--- src/rtl/fp_conv_pkg.sv ---
// Shared constants and types for the integer-to-float converter and the
// rounding logic reused further down the FP pipeline.
package fp_conv_pkg;

   typedef enum logic [1:0] {
      IDLE  = 2'd0,
      NORM  = 2'd1,
      ROUND = 2'd2,
      DONE  = 2'd3
   } state_e;

   localparam logic [2:0] RM_RNE = 3'b000;
   localparam logic [2:0] RM_RTZ = 3'b001;
   localparam logic [2:0] RM_RDN = 3'b010;
   localparam logic [2:0] RM_RUP = 3'b011;
   localparam logic [2:0] RM_RMM = 3'b100;

   localparam int         FP_BIAS  = 127;
   localparam logic [7:0] EXP_INIT = 8'(FP_BIAS + 31);

   typedef struct packed {
      logic        sign;
      logic [7:0]  exp;
      logic [22:0] mant;
   } fp32_t;

endpackage

--- src/rtl/fp_round_inc.sv ---
// Round-increment decision for a truncated mantissa given guard, sticky and
// lsb bits. Encodings 101-111 fall back to round-to-nearest-even.
module fp_round_inc
   import fp_conv_pkg::*;
(
   input  logic [2:0] rm,
   input  logic       sign,
   input  logic       lsb,
   input  logic       g,
   input  logic       s,
   output logic       inc
);

   always_comb begin
      // NOTE: assign a default before the case so no path leaves inc unassigned (no latch).
      inc = 1'b0;
      case (rm)
         RM_RTZ:  inc = 1'b0;
         RM_RDN:  inc = sign & (g | s);
         RM_RUP:  inc = ~sign & (g | s);
         RM_RMM:  inc = g;
         default: inc = g & (s | lsb);
      endcase
   end

endmodule

--- src/rtl/fp_int_to_float_conv.sv ---
// Multi-cycle int32/uint32 to IEEE-754 single converter: nibble/bit
// normalising shifter, exponent counter and a single rounding step.
module fp_int_to_float_conv
   import fp_conv_pkg::*;
(
   input  logic        clk,
   input  logic        rst,
   input  logic        start,
   input  logic [31:0] int_in,
   input  logic        is_signed,
   input  logic [2:0]  rm,
   output logic        busy,
   output logic        done,
   output logic [31:0] conv_out,
   output logic        nx
);

   state_e      state_q, state_d;
   logic [31:0] mag_q, mag_d;
   logic [7:0]  exp_q, exp_d;
   logic        sign_q, sign_d;
   logic [2:0]  rm_q, rm_d;
   fp32_t       res_q, res_d;
   logic        nx_q, nx_d;

   logic        g, s, lsb, inc;
   logic [23:0] mant_sum;
   logic [7:0]  exp_rnd;

   assign g   = mag_q[7];
   assign s   = |mag_q[6:0];
   assign lsb = mag_q[8];

   fp_round_inc u_round_inc (
      .rm   (rm_q),
      .sign (sign_q),
      .lsb  (lsb),
      .g    (g),
      .s    (s),
      .inc  (inc)
   );

   // Carry out of the 23-bit mantissa leaves it zero and bumps the exponent.
   assign mant_sum = {1'b0, mag_q[30:8]} + 24'(inc);
   assign exp_rnd  = exp_q + 8'(mant_sum[23]);

   always_comb begin
      state_d = state_q;
      mag_d   = mag_q;
      exp_d   = exp_q;
      sign_d  = sign_q;
      rm_d    = rm_q;
      res_d   = res_q;
      nx_d    = nx_q;
      case (state_q)
         IDLE: begin
            if (start) begin
               rm_d    = rm;
               sign_d  = is_signed & int_in[31];
               mag_d   = sign_d ? (~int_in + 32'd1) : int_in;
               exp_d   = EXP_INIT;
               state_d = NORM;
            end
         end
         NORM: begin
            if (mag_q == 32'd0) begin
               res_d   = '0;
               nx_d    = 1'b0;
               state_d = DONE;
            end else if (mag_q[31:28] == 4'd0) begin
               mag_d = mag_q << 4;
               exp_d = exp_q - 8'd4;
            end else if (!mag_q[31]) begin
               mag_d = mag_q << 1;
               exp_d = exp_q - 8'd1;
            end else begin
               state_d = ROUND;
            end
         end
         ROUND: begin
            res_d   = '{sign: sign_q, exp: exp_rnd, mant: mant_sum[22:0]};
            nx_d    = g | s;
            state_d = DONE;
         end
         DONE:    state_d = IDLE;
         default: state_d = IDLE;
      endcase
   end

   // NOTE: non-blocking assignments so every register samples pre-edge values.
   always_ff @(posedge clk or posedge rst) begin
      if (rst) begin
         state_q <= IDLE;
         mag_q   <= '0;
         exp_q   <= '0;
         sign_q  <= 1'b0;
         rm_q    <= '0;
         res_q   <= '0;
         nx_q    <= 1'b0;
      end else begin
         state_q <= state_d;
         mag_q   <= mag_d;
         exp_q   <= exp_d;
         sign_q  <= sign_d;
         rm_q    <= rm_d;
         res_q   <= res_d;
         nx_q    <= nx_d;
      end
   end

   assign busy     = (state_q != IDLE);
   assign done     = (state_q == DONE);
   assign conv_out = res_q;
   assign nx       = nx_q;

endmodule
--- config.mk ---
export PLATFORM = sky130hd
export DESIGN_NAME = fp_int_to_float_conv
export DESIGN_NICKNAME = d
export VERILOG_FILES = /design/src/rtl/fp_conv_pkg.sv /design/src/rtl/fp_round_inc.sv /design/src/rtl/fp_int_to_float_conv.sv
export SDC_FILE = /design/constraint.sdc
export NUM_CORES = 1
export LEC_CHECK = 0
export CAP_MARGIN = 15
export CORE_MARGIN = 1
export CORE_UTILIZATION = 45
export CTS_CLUSTER_SIZE = 8
export DETAILED_ROUTE_END_ITERATION = 8
export PLACE_DENSITY = 0.68
export RECOVER_POWER = 25
export SLEW_MARGIN = 20
export SYNTH_ARGS = -nofsm -noshare
export SYNTH_HDL_FRONTEND = slang
export SYNTH_SLANG_ARGS = --single-unit
--- constraint.sdc ---
create_clock -name clk -period 3.7 [get_ports clk]
set_clock_uncertainty 0.05 [all_clocks]
set_input_delay 1.11 -clock clk [delete_from_list [all_inputs] [get_ports clk]]
set_output_delay 1.11 -clock clk [all_outputs]
set_load 0.01 [all_outputs]
# ---- Word level (Yosys, flattened, before mapping)
# Cells that the tools add are included.
dict set report word_totals {
  reg_bits 79
  input_bits 39
}
dict set report classes {
  n_addsub 5
  n_eq_ne 13
  muxes 21
  bitwise_logic 8
  reduce_logical 12
}
# operator count
set op_table {}
lappend op_table {{32-bit two-way mux} 6}
lappend op_table {{32-bit one-hot mux with 2 select lines} 2}
lappend op_table {{32-bit by 1-bit adder with 32-bit output (second input constant)} 1}
lappend op_table {{32-bit logical NOT} 1}
lappend op_table {{8-bit two-way mux} 4}
lappend op_table {{32-bit inverter} 1}
lappend op_table {{23-bit by 1-bit adder with 24-bit output} 1}
lappend op_table {{8-bit one-hot mux with 2 select lines} 1}
lappend op_table {{3-bit inequality test (second input constant)} 3}
lappend op_table {{8-bit by 1-bit adder with 8-bit output} 1}
lappend op_table {{2-bit two-way mux} 4}
lappend op_table {{2-bit one-hot mux with 4 select lines} 1}
lappend op_table {{8-bit by 1-bit subtractor with 8-bit output (second input constant)} 1}
lappend op_table {{8-bit by 3-bit subtractor with 8-bit output (second input constant)} 1}
lappend op_table {{7-bit OR reduction} 1}
lappend op_table {{3-bit by 2-bit == test with 1-bit output (second input constant)} 2}
lappend op_table {{2-bit inequality test (second input constant)} 3}
lappend op_table {{3-bit AND reduction} 2}
lappend op_table {{2-bit nonzero test} 3}
lappend op_table {{1-bit AND} 4}
lappend op_table {{2-bit == test (second input constant)} 2}
lappend op_table {{4-bit logical NOT} 1}
lappend op_table {{1-bit one-hot mux with 4 select lines} 1}
lappend op_table {{2-bit AND reduction} 2}
lappend op_table {{other kinds (9)} 10}

# ---- Depth between registers and ports, before layout
# Gate-level depths: netlist of the first run.
dict set report depth {
  word_depth 7
  mapped_depth 16
  depth_no_buf 15
}

# ---- Hierarchy
# Synthesis of the first run repeated with hierarchy kept, for this count alone.
dict set report unflattened {
  hier_cells 576
  hier_area_um2 5107.4
}
# module instances cells_each area_per_inst_um2 seq_area_each_um2
set modules_own_cells {}
lappend modules_own_cells {fp_int_to_float_conv 1 569 5052.3 1976.9}
lappend modules_own_cells {fp_round_inc 1 7 55.1 0.0}

# ---- Worst setup path after synthesis of the first run
# OpenSTA, ideal clock, no wires.
dict set report synth_path {
  path_kind {input to register}
  start {input port int_in[12]}
  end {register mag_q[27]}
  setup_ps 126
  arrival_time_ps 3138
  path_slack_ps 386
  stages 7
  cell_sequence {or4_4 or4_4 buf_6 nor4_4 a31oi_1 xor2_1 a221o_1}
}
dict set report synth_via {
  elab_chain_len 5
}
# item line
set synth_lines {}
lappend synth_lines {{from (decl)} fp_int_to_float_conv.sv:9} ;# input logic [31:0] int_in,
lappend synth_lines {{32-bit inverter} fp_int_to_float_conv.sv:60} ;# mag_d = sign_d ? (~int_in + 32'd1) : int_in;
lappend synth_lines {{32-bit by 1-bit adder with 32-bit output} fp_int_to_float_conv.sv:60}
lappend synth_lines {{32-bit two-way mux} fp_int_to_float_conv.sv:60}
lappend synth_lines {{32-bit two-way mux} fp_int_to_float_conv.sv:57} ;# if (start) begin
lappend synth_lines {{32-bit one-hot mux with 2 select lines} fp_int_to_float_conv.sv:55} ;# case (state_q)
lappend synth_lines {{to (signal assigned)} fp_int_to_float_conv.sv:102} ;# mag_q <= mag_d;
lappend synth_lines {{to (decl)} fp_int_to_float_conv.sv:19} ;# logic [31:0] mag_q, mag_d;
# No other way between the ends. The select of a mux whose other input is x is not followed.
# A chain may end at the register's enable or synchronous reset.

# ---- Worst setup path after layout of the first run
# Ends and elaborated chain as after synthesis.

==> results of run 1 <==
-- path summary, 6_finish.rpt --
check | start | to | slack [ns] | depth (start not counted)
setup / recovery | int_in[12] | mag_q[27] | 0.31 | 7
hold / removal | conv_out[15] | conv_out[15] | 0.43 | 2
setup reg to reg | mag_q[0] | conv_out[29] | 0.36 | 16
hold reg to reg | conv_out[15] | conv_out[15] | 0.43 | 2
max in group asynchronous | rst | mag_q[18] | 0.74 | 3
min in group asynchronous | rst | exp_q[1] | 1.48 | 2
-- stage by stage --
stage	setup TNS (ns)	total power [W]	utilization, %	setup WS [ns]	cell area (sq um)
6_report	0	0.00471	57.7	0.311	6230
5_1_grt	0	0.00507	57.7	0.0924	6230
4_1_cts	0	0.00469	57.6	0.330	6220
3_5_place_dp	-0.254	0.00384	55.1	-0.0637	5950
3_3_place_gp	-0.0556	0.00376	55.1	-0.0232	5950
2_1_floorplan	0	0.00297	-	0.386	4970
-- logic make-up after synthesis --
kind of cell    count (synthesis)  synth area share [%]
simple gates                  204                  20.0
compound gates                147                  19.9
flops                          79                  39.8
buf+inv                        64                  5.01
xor+xnor                       54                  9.51
fa+ha+maj                      15                  3.72
mux                            10                  2.11
-- cell usage in the layout (no fill, tap or decap), types with 9 or more instances in the layout --
cell type	synthesis	final
sky130_fd_sc_hd__a21oi_1	20	20
sky130_fd_sc_hd__o21ai_0	48	48
sky130_fd_sc_hd__ha_1	14	14
sky130_fd_sc_hd__a22o_1	9	9
sky130_fd_sc_hd__inv_1	18	18
sky130_fd_sc_hd__nand3_1	19	19
sky130_fd_sc_hd__nand4_1	9	9
sky130_fd_sc_hd__clkdlybuf4s50_1	0	71
sky130_fd_sc_hd__nor3_1	16	16
sky130_fd_sc_hd__dfrtp_1	79	79
sky130_fd_sc_hd__clkbuf_8	0	9
sky130_fd_sc_hd__nor2_1	42	42
sky130_fd_sc_hd__buf_4	0	28
sky130_fd_sc_hd__nor4_1	15	14
sky130_fd_sc_hd__a22oi_1	10	10
sky130_fd_sc_hd__nand2_1	75	75
sky130_fd_sc_hd__xnor2_1	20	20
sky130_fd_sc_hd__xor2_1	34	34
sky130_fd_sc_hd__a221oi_1	9	9
-- flip-flops by register name (all words and copies together), names as in the netlist --
name	cells
mag_q	32
exp_q	8
sign_q	1
nx	1
rm_q	3
conv_out	32
state_q	2
-- tightest hold or removal path, cell delays in order, from the launching register on --
cell and delay (ns):
sky130_fd_sc_hd__dfrtp_1 0.35, sky130_fd_sc_hd__nand2_1 0.04, sky130_fd_sc_hd__o21ai_0 0.05
-- final cells by class --
class	count	share of cell area, %
Clock buffer	9	1.99
Tap cell	140	2.81
Inverter	18	1.08
Sequential cell	79	31.7
Timing Repair Buffer	103	15.6
Clock inverter	7	2.33
Multi-Input combinational cell	430	44.4
-- synth_stat cells (all sizes together) (3+ instances only) --
cell type   n
o21a        5
nand2b      3
a221oi      9
a22oi      10
mux2i       6
o21ai      48
clkbuf     40
xor2       34
nor4       17
inv        18
a21oi      20
and4        4
a22o        9
o22ai       8
xnor2      20
ha         14
o211ai      3
dfrtp      79
mux2        4
buf         6
nand4       9
and3        4
nor2       42
nand2      75
nor3       17
a31oi       4
or3         4
nand3      19
o31ai       5
a221o       7
a222oi      7
-- layer usage --
layer	track usage (%)	share of wire (%)	vias to the layer above
li1	-	-	2222
met1	33.2	46	2211
met2	38.8	48	145
met3	3.40	4.6	17
met4	7.53	1.8	0
met5	0	0	-
-- power breakdown --
part           internal [W]  switching (W)
combinational       0.00103        0.00111
clock              0.000518       0.000331
sequential          0.00124       0.000488
total               0.00278        0.00193
==> impl_summary.log, run 1 <==
[metrics] final worst-path cycle share: 91.6%
[metrics] area leader, netlist: sky130_fd_sc_hd__dfrtp_1
[metrics] TritonCTS clock tree: built
[metrics] CP Cell Sequence: clkdlybuf4s50_1, or4_4, or4_4, nor4_4, a31oi_1, xor2_1, a221o_1
[metrics] top cells by area, synth: sky130_fd_sc_hd__dfrtp_1, sky130_fd_sc_hd__xor2_1, sky130_fd_sc_hd__nand2_1
[metrics] most frequent CP cell: sky130_fd_sc_hd__or4_4
[metrics] Max FO, Critical Path: 5
[metrics] proportion of register bits with asynchronous set or reset after synthesis: 100%
[metrics] wire length of the first global-routing pass: 21.5 mm
[metrics] Layout Nets: 694
[metrics] highest ir drop seen on vdd: 0.319 mV
[metrics] clock-pin transition on the worst setup and hold timing paths: 0.09 ns
[metrics] vias after detailed routing: 4595
[metrics] tightest slew margin relative to the limit: 16.7%
[metrics] post-synthesis cell type count: 53
[metrics] unrepaired setup endpoints after global routing: false
[metrics] antenna violations before repair: 0
[metrics] Cell Area, Synth: 0.00497 sq mm
[metrics] register bit total from synthesis: 79
[metrics] Initial DRT Pass Iterations: 7
[metrics] count of warnings emitted by yosys: 0
[metrics] maximum clock insertion buffer count: 2
[metrics] Static Leak: 2.54 nW
[metrics] routed wirelength normalized by instance count: 16.4 um
[metrics] stage delay of the slowest cell on the critical path: 0.54 ns
[metrics] row count: 38
[metrics] drt first-iter violations: 308
[metrics] Crit path buffers/inverters: 1
[metrics] layout-stage area growth over the synthesis result: 25.3%
[metrics] post-route non-filler standard cell count: 786
[metrics] quantity of gates resized following cts: 0
[metrics] area used by multi-input combinational logic: 0.00277 sq mm
[metrics] power density of the placed cells: 756 mW/mm^2
[metrics] arrival time at the worst endpoint: 3.59 ns
[metrics] max-slew violation count: 0
[metrics] filler instances: 966
[metrics] post-CTS setup repair buffer count: 0
[metrics] remaining number of nets flagged by the antenna check after routing: 0
[metrics] starting utilization of the core area: 46.1%
[metrics] FMAX: 0.295 GHz
[metrics] data required time at the worst endpoint: 3.91 ns
[metrics] hold buffer count at CTS: 0
[metrics] maximum number of pins on one net before global-route repair: 47
[metrics] insertion delay to the later sink of the worst-skew pair: 0.36 ns
[metrics] Port-buffer cells: 73
[metrics] Ports: 74
[metrics] Post-Synthesis Mean Instance Area: 8.68 sq um
[metrics] die height: 107 um
[metrics] Inserted Diodes: 0
[metrics] minimum hold slack: 0.428 ns
[metrics] gate count of the mapped netlist: 573
[metrics] slew of the pin with the lowest slew margin: 1.25 ns
[metrics] number of design rule violations left after detail routing: 0
[metrics] drt total wl: 12.9 mm
[metrics] placeable core area: 0.0108 sq mm
[metrics] Final setup viols: 0
[metrics] largest delay contributor family on the critical path: simple AND/OR/NAND/NOR gates
[metrics] fraction of final layout cells sized beyond drive strength 1: 9.13%
[metrics] type of origin of the critical path: input pin
[metrics] portion of the post-synthesis area used by sequential elements: 39.8%
[metrics] number of global-route vias before repair: 4335
[metrics] GR Util All Layers: 24.0%
[metrics] number of instances in the placed design: 769
[metrics] most used flip-flop cell after synthesis: sky130_fd_sc_hd__dfrtp_1
[metrics] count of clock tree sinks: 79
[metrics] horizontal die dimension: 107 um
[metrics] Hold WC Path Type: flip-flop to flip-flop
[metrics] die area: 0.0115 sq mm
[metrics] result of the run: finished clean
[metrics] endpoints failing hold: 0
[metrics] clock buffer count from CTS: 9
[metrics] Syn Nets: 626
[metrics] Root Driver: sky130_fd_sc_hd__clkbuf_8
[metrics] number of flops mapped to enable cells by yosys: 0
[metrics] endpoint class of the critical path: flip-flop
[metrics] fraction of post-synthesis cell area in the top cell type by area: 39.8%
[metrics] total congestion overflow: 0
[metrics] start-to-end type of the worst setup path: input pin to flip-flop
[metrics] reported max-cap violation count: 0
[metrics] post-DP HPWL: 9.56 mm
[metrics] RePlAce Congestion: 0.868
[metrics] combined flip-flop and latch cell area: 0.00198 sq mm
[metrics] average vias per placed instance: 5.85
[metrics] cell type of the slowest stage on the worst timing path: sky130_fd_sc_hd__or4_4
[metrics] final critical path time including I/O delays and setup: 3.39 ns
[metrics] H-tree depth: 3
(Power assumes the default switching activity.)
==> run 2: changes to the inputs <==
--- a/config.mk
+++ b/config.mk
@@ -7,10 +7,10 @@
 export LEC_CHECK = 0
 export CAP_MARGIN = 15
 export CORE_MARGIN = 1
-export CORE_UTILIZATION = 45
+export CORE_UTILIZATION = 40
+export CTS_CLUSTER_DIAMETER = 50
 export CTS_CLUSTER_SIZE = 8
 export DETAILED_ROUTE_END_ITERATION = 8
-export PLACE_DENSITY = 0.68
 export RECOVER_POWER = 25
 export SLEW_MARGIN = 20
 export SYNTH_ARGS = -nofsm -noshare
==> impl_summary.log, run 2 (same netlist as run 1, synthesis figures left out) <==
[metrics] Final setup viols: 0 (unchanged)
[metrics] commonest cells after routing, fill and taps aside: sky130_fd_sc_hd__dfrtp_1, sky130_fd_sc_hd__nand2_1, sky130_fd_sc_hd__clkdlybuf4s50_1 (unchanged)
[metrics] post-DP HPWL: 9.78 mm (was 9.56 mm)
[metrics] horizontal die dimension: 113 um (was 107 um)
[metrics] start-to-end type of the worst setup path: input pin to flip-flop (unchanged)
[metrics] number of design rule violations left after detail routing: 0 (unchanged)
[metrics] Initial DRT Pass Iterations: 5 (was 7)
[metrics] RePlAce Congestion: 0.860 (was 0.868)
[metrics] Max FO, Critical Path: 5 (unchanged)
[metrics] insertion delay to the later sink of the worst-skew pair: 0.34 ns (was 0.36 ns)
[metrics] Inserted Diodes: 0 (unchanged)
[metrics] total congestion overflow: 0 (unchanged)
[metrics] Port-buffer cells: 73 (unchanged)
[metrics] cell count of the worst reg-to-reg path: 16 (unchanged)
[metrics] FMAX: 0.294 GHz (was 0.295 GHz)
[metrics] maximum number of pins on one net before global-route repair: 41 (was 47)
[metrics] failing checks: max-capacitance violations, max-slew violations
[metrics] clock-pin transition on the worst setup and hold timing paths: 0.06 ns (was 0.09 ns)
[metrics] clock network fraction of design power: 19.7% (was 18.0%)
[metrics] number of gates on the worst path with buffers counted: 7 (unchanged)
[metrics] worst setup margin: 0.302 ns (was 0.311 ns)
[metrics] Int Power: 0.00287 W (was 0.00278 W)
[metrics] number of instances in the placed design: 800 (was 769)
[metrics] count of clock tree sinks: 79 (unchanged)
[metrics] power density of the placed cells: 764 mW/mm^2 (was 756 mW/mm^2)
[metrics] most common library cell in the layout ignoring fill and taps: sky130_fd_sc_hd__dfrtp_1 (unchanged)
[metrics] starting utilization of the core area: 41.2% (was 46.1%)
[metrics] hold-critical path depth: 2 (unchanged)
[metrics] result of the run: finished with violations (was finished clean)
[metrics] setup tns final: 0 ns (unchanged)
[metrics] wire length of the first global-routing pass: 21.9 mm (was 21.5 mm)
[metrics] endpoints failing hold: 0 (unchanged)
[metrics] sequential fraction of design power: 36.1% (was 36.7%)
[metrics] filler instances: 1141 (was 966)
[metrics] type of origin of the critical path: input pin (unchanged)
[metrics] die area: 0.0129 sq mm (was 0.0115 sq mm)
[metrics] quantity of gates resized following cts: 0 (unchanged)
[metrics] vias after detailed routing: 4516 (was 4595)
[metrics] layout-stage area growth over the synthesis result: 27.6% (was 25.3%)
[metrics] most frequent CP cell: sky130_fd_sc_hd__or4_4 (unchanged)
[metrics] Root Driver: sky130_fd_sc_hd__clkbuf_16 (was sky130_fd_sc_hd__clkbuf_8)
[metrics] H-tree depth: 3 (unchanged)
[metrics] Crit path buffers/inverters: 1 (unchanged)
[metrics] CP Cell Sequence: clkdlybuf4s50_1, or4_4, or4_4, nor4_2, a21oi_1, xor2_1, a221o_1 (was clkdlybuf4s50_1, or4_4, or4_4, nor4_4, a31oi_1, xor2_1, a221o_1)
[metrics] fraction of power spent switching nets: 40.9% (about the same)
[metrics] reported max-cap violation count: 1 (was 0)
[metrics] unrepaired setup endpoints after global routing: false (unchanged)
[metrics] final critical path time including I/O delays and setup: 3.40 ns (was 3.39 ns)
[metrics] stage delay of the slowest cell on the critical path: 0.54 ns (about the same)
[metrics] post-CTS setup repair buffer count: 0 (unchanged)
[metrics] highest ir drop seen on vdd: 0.293 mV (was 0.319 mV)
[metrics] clock buffer count from CTS: 9 (unchanged)
[metrics] maximum clock insertion buffer count: 2 (unchanged)
[metrics] hold buffer count at CTS: 0 (unchanged)
[metrics] fin util: 52.6% (was 57.7%)
[metrics] part of the power in combinational logic: 44.2% (was 45.3%)
[metrics] antenna violations before repair: 0 (unchanged)
[metrics] largest delay contributor family on the critical path: simple AND/OR/NAND/NOR gates (unchanged)
[metrics] drt total wl: 13.2 mm (was 12.9 mm)
[metrics] Layout Nets: 696 (was 694)
[metrics] max-slew violation count: 40 (was 0)
[metrics] die height: 113 um (was 107 um)
[metrics] final worst-path cycle share: 91.8% (was 91.6%)
[metrics] placeable core area: 0.0121 sq mm (was 0.0108 sq mm)
[metrics] average vias per placed instance: 5.53 (was 5.85)
[metrics] number of global-route vias before repair: 4420 (was 4335)
[metrics] Hold WC Path Type: flip-flop to flip-flop (unchanged)
[metrics] slew of the pin with the lowest slew margin: 1.51 ns (was 1.25 ns)
[metrics] Static Leak: 2.57 nW (was 2.54 nW)
[metrics] Placement Setup Slack: -0.0526 ns (was -0.0637 ns)
[metrics] Ports: 74 (unchanged)
[metrics] drt first-iter violations: 323 (was 308)
[metrics] GR Util All Layers: 21.4% (was 24.0%)
[metrics] cell type of the slowest stage on the worst timing path: sky130_fd_sc_hd__or4_4 (unchanged)
[metrics] fraction of final layout cells sized beyond drive strength 1: 9.10% (was 9.13%)
[metrics] remaining number of nets flagged by the antenna check after routing: 0 (unchanged)
[metrics] routed wirelength normalized by instance count: 16.1 um (was 16.4 um)
[metrics] net load switching power: 0.00198 W (was 0.00193 W)
[metrics] endpoint class of the critical path: flip-flop (unchanged)
[metrics] arrival time at the worst endpoint: 3.57 ns (was 3.59 ns)
[metrics] post-route non-filler standard cell count: 816 (was 786)
[metrics] TritonCTS clock tree: built (unchanged)
[metrics] row count: 40 (was 38)
[metrics] data required time at the worst endpoint: 3.87 ns (was 3.91 ns)
[metrics] tightest slew margin relative to the limit: -0.747% (was 16.7%)
[run 2: cell types whose count changed in the layout (fill, tap and decap cells not counted), moves of 2 or more]
cell                        delta
sky130_fd_sc_hd__clkbuf_1      +2
sky130_fd_sc_hd__clkbuf_8      -9
sky130_fd_sc_hd__bufinv_16     -2
sky130_fd_sc_hd__clkbuf_16     +9
sky130_fd_sc_hd__buf_12        +2
[run 2: metal layers]
layer	routed length, um	vias up	global-route usage, %	part of all wire (%)
met5	0	-	0	0
met4	291	0	9.47	2.2
met3	563	19	2.60	4.3
met2	6020	143	34.5	46
met1	6300	2134	29.1	48
li1	-	2220	-	-
[run 2: through the flow]
step / power [W] / hold slack [ns] / cell area [sq um]
finish: 0.00485 / 0.426 / 6340
global route: 0.00520 / 0.450 / 6340
CTS: 0.00487 / 0.434 / 6350
detailed placement: 0.00391 / 0.421 / 6030
global placement: 0.00383 / 0.413 / 6010
floorplan: 0.00297 / 0.442 / 4970
[run 2: path summary, 6_finish.rpt]
kind	start	slack [ns]	endpoint
worst max-delay path	int_in[12]	0.30	mag_q[28]
worst min-delay path	conv_out[26]	0.43	conv_out[26]
worst max register to register	mag_q[0]	0.38	conv_out[29]
worst min register to register	conv_out[26]	0.43	conv_out[26]
max in group asynchronous	rst	1.08	mag_q[0]
min in group asynchronous	rst	1.62	conv_out[31]
[run 2: final cells by class]
type                            count  area (sq um)  share of cell area, %
Inverter                           18          67.6                   1.07
Tap cell                          168           210                   3.31
Multi-Input combinational cell    430          2770                   43.7
Timing Repair Buffer              105           996                   15.7
Clock inverter                      7          97.6                   1.54
Sequential cell                    79          1980                   31.2
Clock buffer                        9           225                   3.55
[run 2: power by group through the flow]
stage	logic (W)	registers [W]	clock network, W
floorplan	0.00143	0.00155	0
global placement	0.00209	0.00173	0
detailed placement	0.00216	0.00175	0
CTS	0.00216	0.00174	0.000972
global route	0.00238	0.00181	0.00101
finish	0.00214	0.00175	0.000953
[run 2: tightest hold or removal path, delay by kind of cell (launching register included)]
family / cells / cell delay (ns)
DFF: 1 / 0.34
AOI/OAI and AO/OA: 1 / 0.06
and+or+nand+nor: 1 / 0.04
==> run 3: changes to the inputs <==
--- a/config.mk
+++ b/config.mk
@@ -7,7 +7,7 @@
 export LEC_CHECK = 0
 export CAP_MARGIN = 15
 export CORE_MARGIN = 1
-export CORE_UTILIZATION = 40
+export CORE_UTILIZATION = 28
 export CTS_CLUSTER_DIAMETER = 50
 export CTS_CLUSTER_SIZE = 8
 export DETAILED_ROUTE_END_ITERATION = 8
==> impl_summary.log, run 3 (same netlist as run 1, synthesis figures left out) <==
[metrics] result of the run: finished clean (was finished with violations)
[metrics] worst flop-to-flop path startpoint: mag_q[0] (unchanged)
[metrics] reported max-cap violation count: 0 (was 1)
[metrics] TritonCTS clock tree: built (unchanged)
[metrics] Final setup viols: 0 (unchanged)
[metrics] clock buffer count from CTS: 9 (unchanged)
[metrics] final worst-path cycle share: 91.7% (was 91.8%)
[metrics] H-tree depth: 3 (unchanged)
[metrics] worst min-delay path endpoint: conv_out[7] (was conv_out[26])
[metrics] Layout Nets: 695 (was 696)
[metrics] slew of the pin with the lowest slew margin: 1.44 ns (was 1.51 ns)
[metrics] maximum clock insertion buffer count: 2 (unchanged)
[metrics] insertion delay to the later sink of the worst-skew pair: 0.34 ns (about the same)
[metrics] filler instances: 1788 (was 1141)
[metrics] Static Leak: 2.55 nW (was 2.57 nW)
[metrics] tightest slew margin relative to the limit: 3.85% (was -0.747%)
[metrics] quantity of gates resized following cts: 0 (unchanged)
[metrics] Hold WC Path Type: flip-flop to flip-flop (unchanged)
[metrics] RePlAce Congestion: 0.807 (was 0.860)
[metrics] horizontal die dimension: 135 um (was 113 um)
[metrics] clock-pin transition on the worst setup and hold timing paths: 0.06 ns (about the same)
[metrics] hold buffer count at CTS: 0 (unchanged)
[metrics] unrepaired setup endpoints after global routing: false (unchanged)
[metrics] count of clock tree sinks: 79 (unchanged)
[metrics] maximum number of pins on one net before global-route repair: 40 (was 41)
[metrics] most common library cell in the layout ignoring fill and taps: sky130_fd_sc_hd__dfrtp_1 (unchanged)
[metrics] endpoints failing hold: 0 (unchanged)
[metrics] number of design rule violations left after detail routing: 0 (unchanged)
[metrics] drt first-iter violations: 336 (was 323)
[metrics] starting utilization of the core area: 28.7% (was 41.2%)
[metrics] number of global-route vias before repair: 4410 (was 4420)
[metrics] hold-critical path depth: 2 (unchanged)
[metrics] power density of the placed cells: 744 mW/mm^2 (was 764 mW/mm^2)
[metrics] Initial DRT Pass Iterations: 5 (unchanged)
[metrics] FMAX: 0.295 GHz (was 0.294 GHz)
[metrics] Max FO, Critical Path: 8 (was 5)
[metrics] total congestion overflow: 0 (unchanged)
[metrics] placed cell area: 0.00610 sq mm (was 0.00603 sq mm)
[metrics] post-CTS setup repair buffer count: 0 (unchanged)
[metrics] Inserted Diodes: 0 (unchanged)
[metrics] commonest cells after routing, fill and taps aside: sky130_fd_sc_hd__dfrtp_1, sky130_fd_sc_hd__nand2_1, sky130_fd_sc_hd__clkdlybuf4s50_1 (unchanged)
[metrics] max-slew violation count: 0 (was 40)
[metrics] highest ir drop seen on vdd: 0.304 mV (was 0.293 mV)
[metrics] endpoint class of the critical path: flip-flop (unchanged)
[metrics] type of origin of the critical path: input pin (unchanged)
[metrics] Port-buffer cells: 73 (unchanged)
[metrics] Worst R2R End: conv_out[29] (unchanged)
[metrics] arrival time at the worst endpoint: 3.56 ns (was 3.57 ns)
[metrics] power consumption: 0.00472 W (was 0.00485 W)
[metrics] layout-stage area growth over the synthesis result: 27.8% (was 27.6%)
[metrics] Layout Cell Area excl Fill: 0.00635 sq mm (was 0.00634 sq mm)
[metrics] flop-to-flop setup slack: 0.38 ns (about the same)
[metrics] GR Util All Layers: 16.0% (was 21.4%)
[metrics] start-to-end type of the worst setup path: input pin to flip-flop (unchanged)
[metrics] cell count of the worst reg-to-reg path: 16 (unchanged)
[metrics] data required time at the worst endpoint: 3.87 ns (about the same)
[metrics] Ports: 74 (unchanged)
[metrics] Root Driver: sky130_fd_sc_hd__clkbuf_16 (unchanged)
[metrics] die area: 0.0183 sq mm (was 0.0129 sq mm)
[metrics] drt total wl: 13.9 mm (was 13.2 mm)
[metrics] wire length of the first global-routing pass: 22.9 mm (was 21.9 mm)
[metrics] vias after detailed routing: 4558 (was 4516)
[metrics] final critical path time including I/O delays and setup: 3.39 ns (was 3.40 ns)
[metrics] row count: 48 (was 40)
[metrics] die height: 135 um (was 113 um)
[metrics] setup tns final: 0 ns (unchanged)
[metrics] Hold Startpoint: conv_out[7] (was conv_out[26])
[metrics] fraction of final layout cells sized beyond drive strength 1: 8.35% (was 9.10%)
[metrics] post-DP HPWL: 10.5 mm (was 9.78 mm)
[metrics] average vias per placed instance: 5.23 (was 5.53)
[metrics] placeable core area: 0.0173 sq mm (was 0.0121 sq mm)
[metrics] remaining number of nets flagged by the antenna check after routing: 0 (unchanged)
[metrics] routed wirelength normalized by instance count: 15.9 um (was 16.1 um)
[metrics] antenna violations before repair: 0 (unchanged)
[run 3: changes by cell type in the layout (fill, tap and decap cells not counted)]
cell,delta
sky130_fd_sc_hd__buf_8,+1
sky130_fd_sc_hd__clkdlybuf4s50_1,+1
sky130_fd_sc_hd__clkbuf_8,+2
sky130_fd_sc_hd__clkinv_4,-2
sky130_fd_sc_hd__clkbuf_2,+1
sky130_fd_sc_hd__bufinv_16,-2
sky130_fd_sc_hd__dlygate4sd3_1,-1
sky130_fd_sc_hd__buf_4,-1
sky130_fd_sc_hd__clkinv_2,-1
sky130_fd_sc_hd__clkinvlp_4,-2
sky130_fd_sc_hd__clkbuf_1,+4
sky130_fd_sc_hd__buf_12,-1
[run 3: final cells by class]
cell class                 instances  area [sq um]  area share (%)
clock buffer                      16           272            4.27
inverter                          18          67.6            1.06
multi-input combinational        430          2770            43.6
sequential                        79          1980            31.1
tap                              225           282            4.43
timing repair buffer             104           985            15.5
[run 3: how the worst max path moves through the flow]
| stage | start | end | slack, ns | cells past startpoint |
|---|---|---|---|---|
| floorplan | int_in[12] | mag_q[27] | 0.39 | 7 |
| global placement | int_in[12] | mag_q[28] | -0.03 | 7 |
| detailed placement | int_in[12] | mag_q[28] | -0.05 | 7 |
| CTS | int_in[12] | mag_q[24] | 0.31 | 7 |
| global route | mag_q[0] | conv_out[29] | 0.07 | 16 |
| finish | int_in[12] | mag_q[28] | 0.31 | 7 |
[run 3: critical path: stages]
cell	delay, ns
sky130_fd_sc_hd__clkdlybuf4s50_1	0.41
sky130_fd_sc_hd__or4_4	0.54
sky130_fd_sc_hd__or4_4	0.51
sky130_fd_sc_hd__nor4_2	0.40
sky130_fd_sc_hd__a21oi_1	0.13
sky130_fd_sc_hd__xor2_1	0.16
sky130_fd_sc_hd__a221o_1	0.30
[run 3: power breakdown]
group | switching, W | internal, W
sequential | 0.000508 | 0.00124
combinational | 0.00111 | 0.00104
clock | 0.000331 | 0.000493
total | 0.00195 | 0.00277
[run 3: per-stage QoR]
stage               hold slack [ns]  util [%]  instances  setup slack [ns]
CTS                           0.435      36.8        872             0.313
finish                        0.429      36.7        872             0.307
global placement              0.413      35.1        854           -0.0293
global route                  0.458      36.7        872            0.0733
floorplan                     0.442         -        573             0.386
detailed placement            0.422      35.3        856           -0.0494
[run 3: metal layers]
layer | up-vias | part of all wire [%] | wire length [um] | track usage [%]
li1 | 2214 | - | - | -
met1 | 2182 | 48 | 6670 | 22.3
met2 | 148 | 45 | 6310 | 25.3
met3 | 14 | 4.6 | 641 | 2.28
met4 | 0 | 1.8 | 252 | 5.43
met5 | - | 0 | 0 | 0
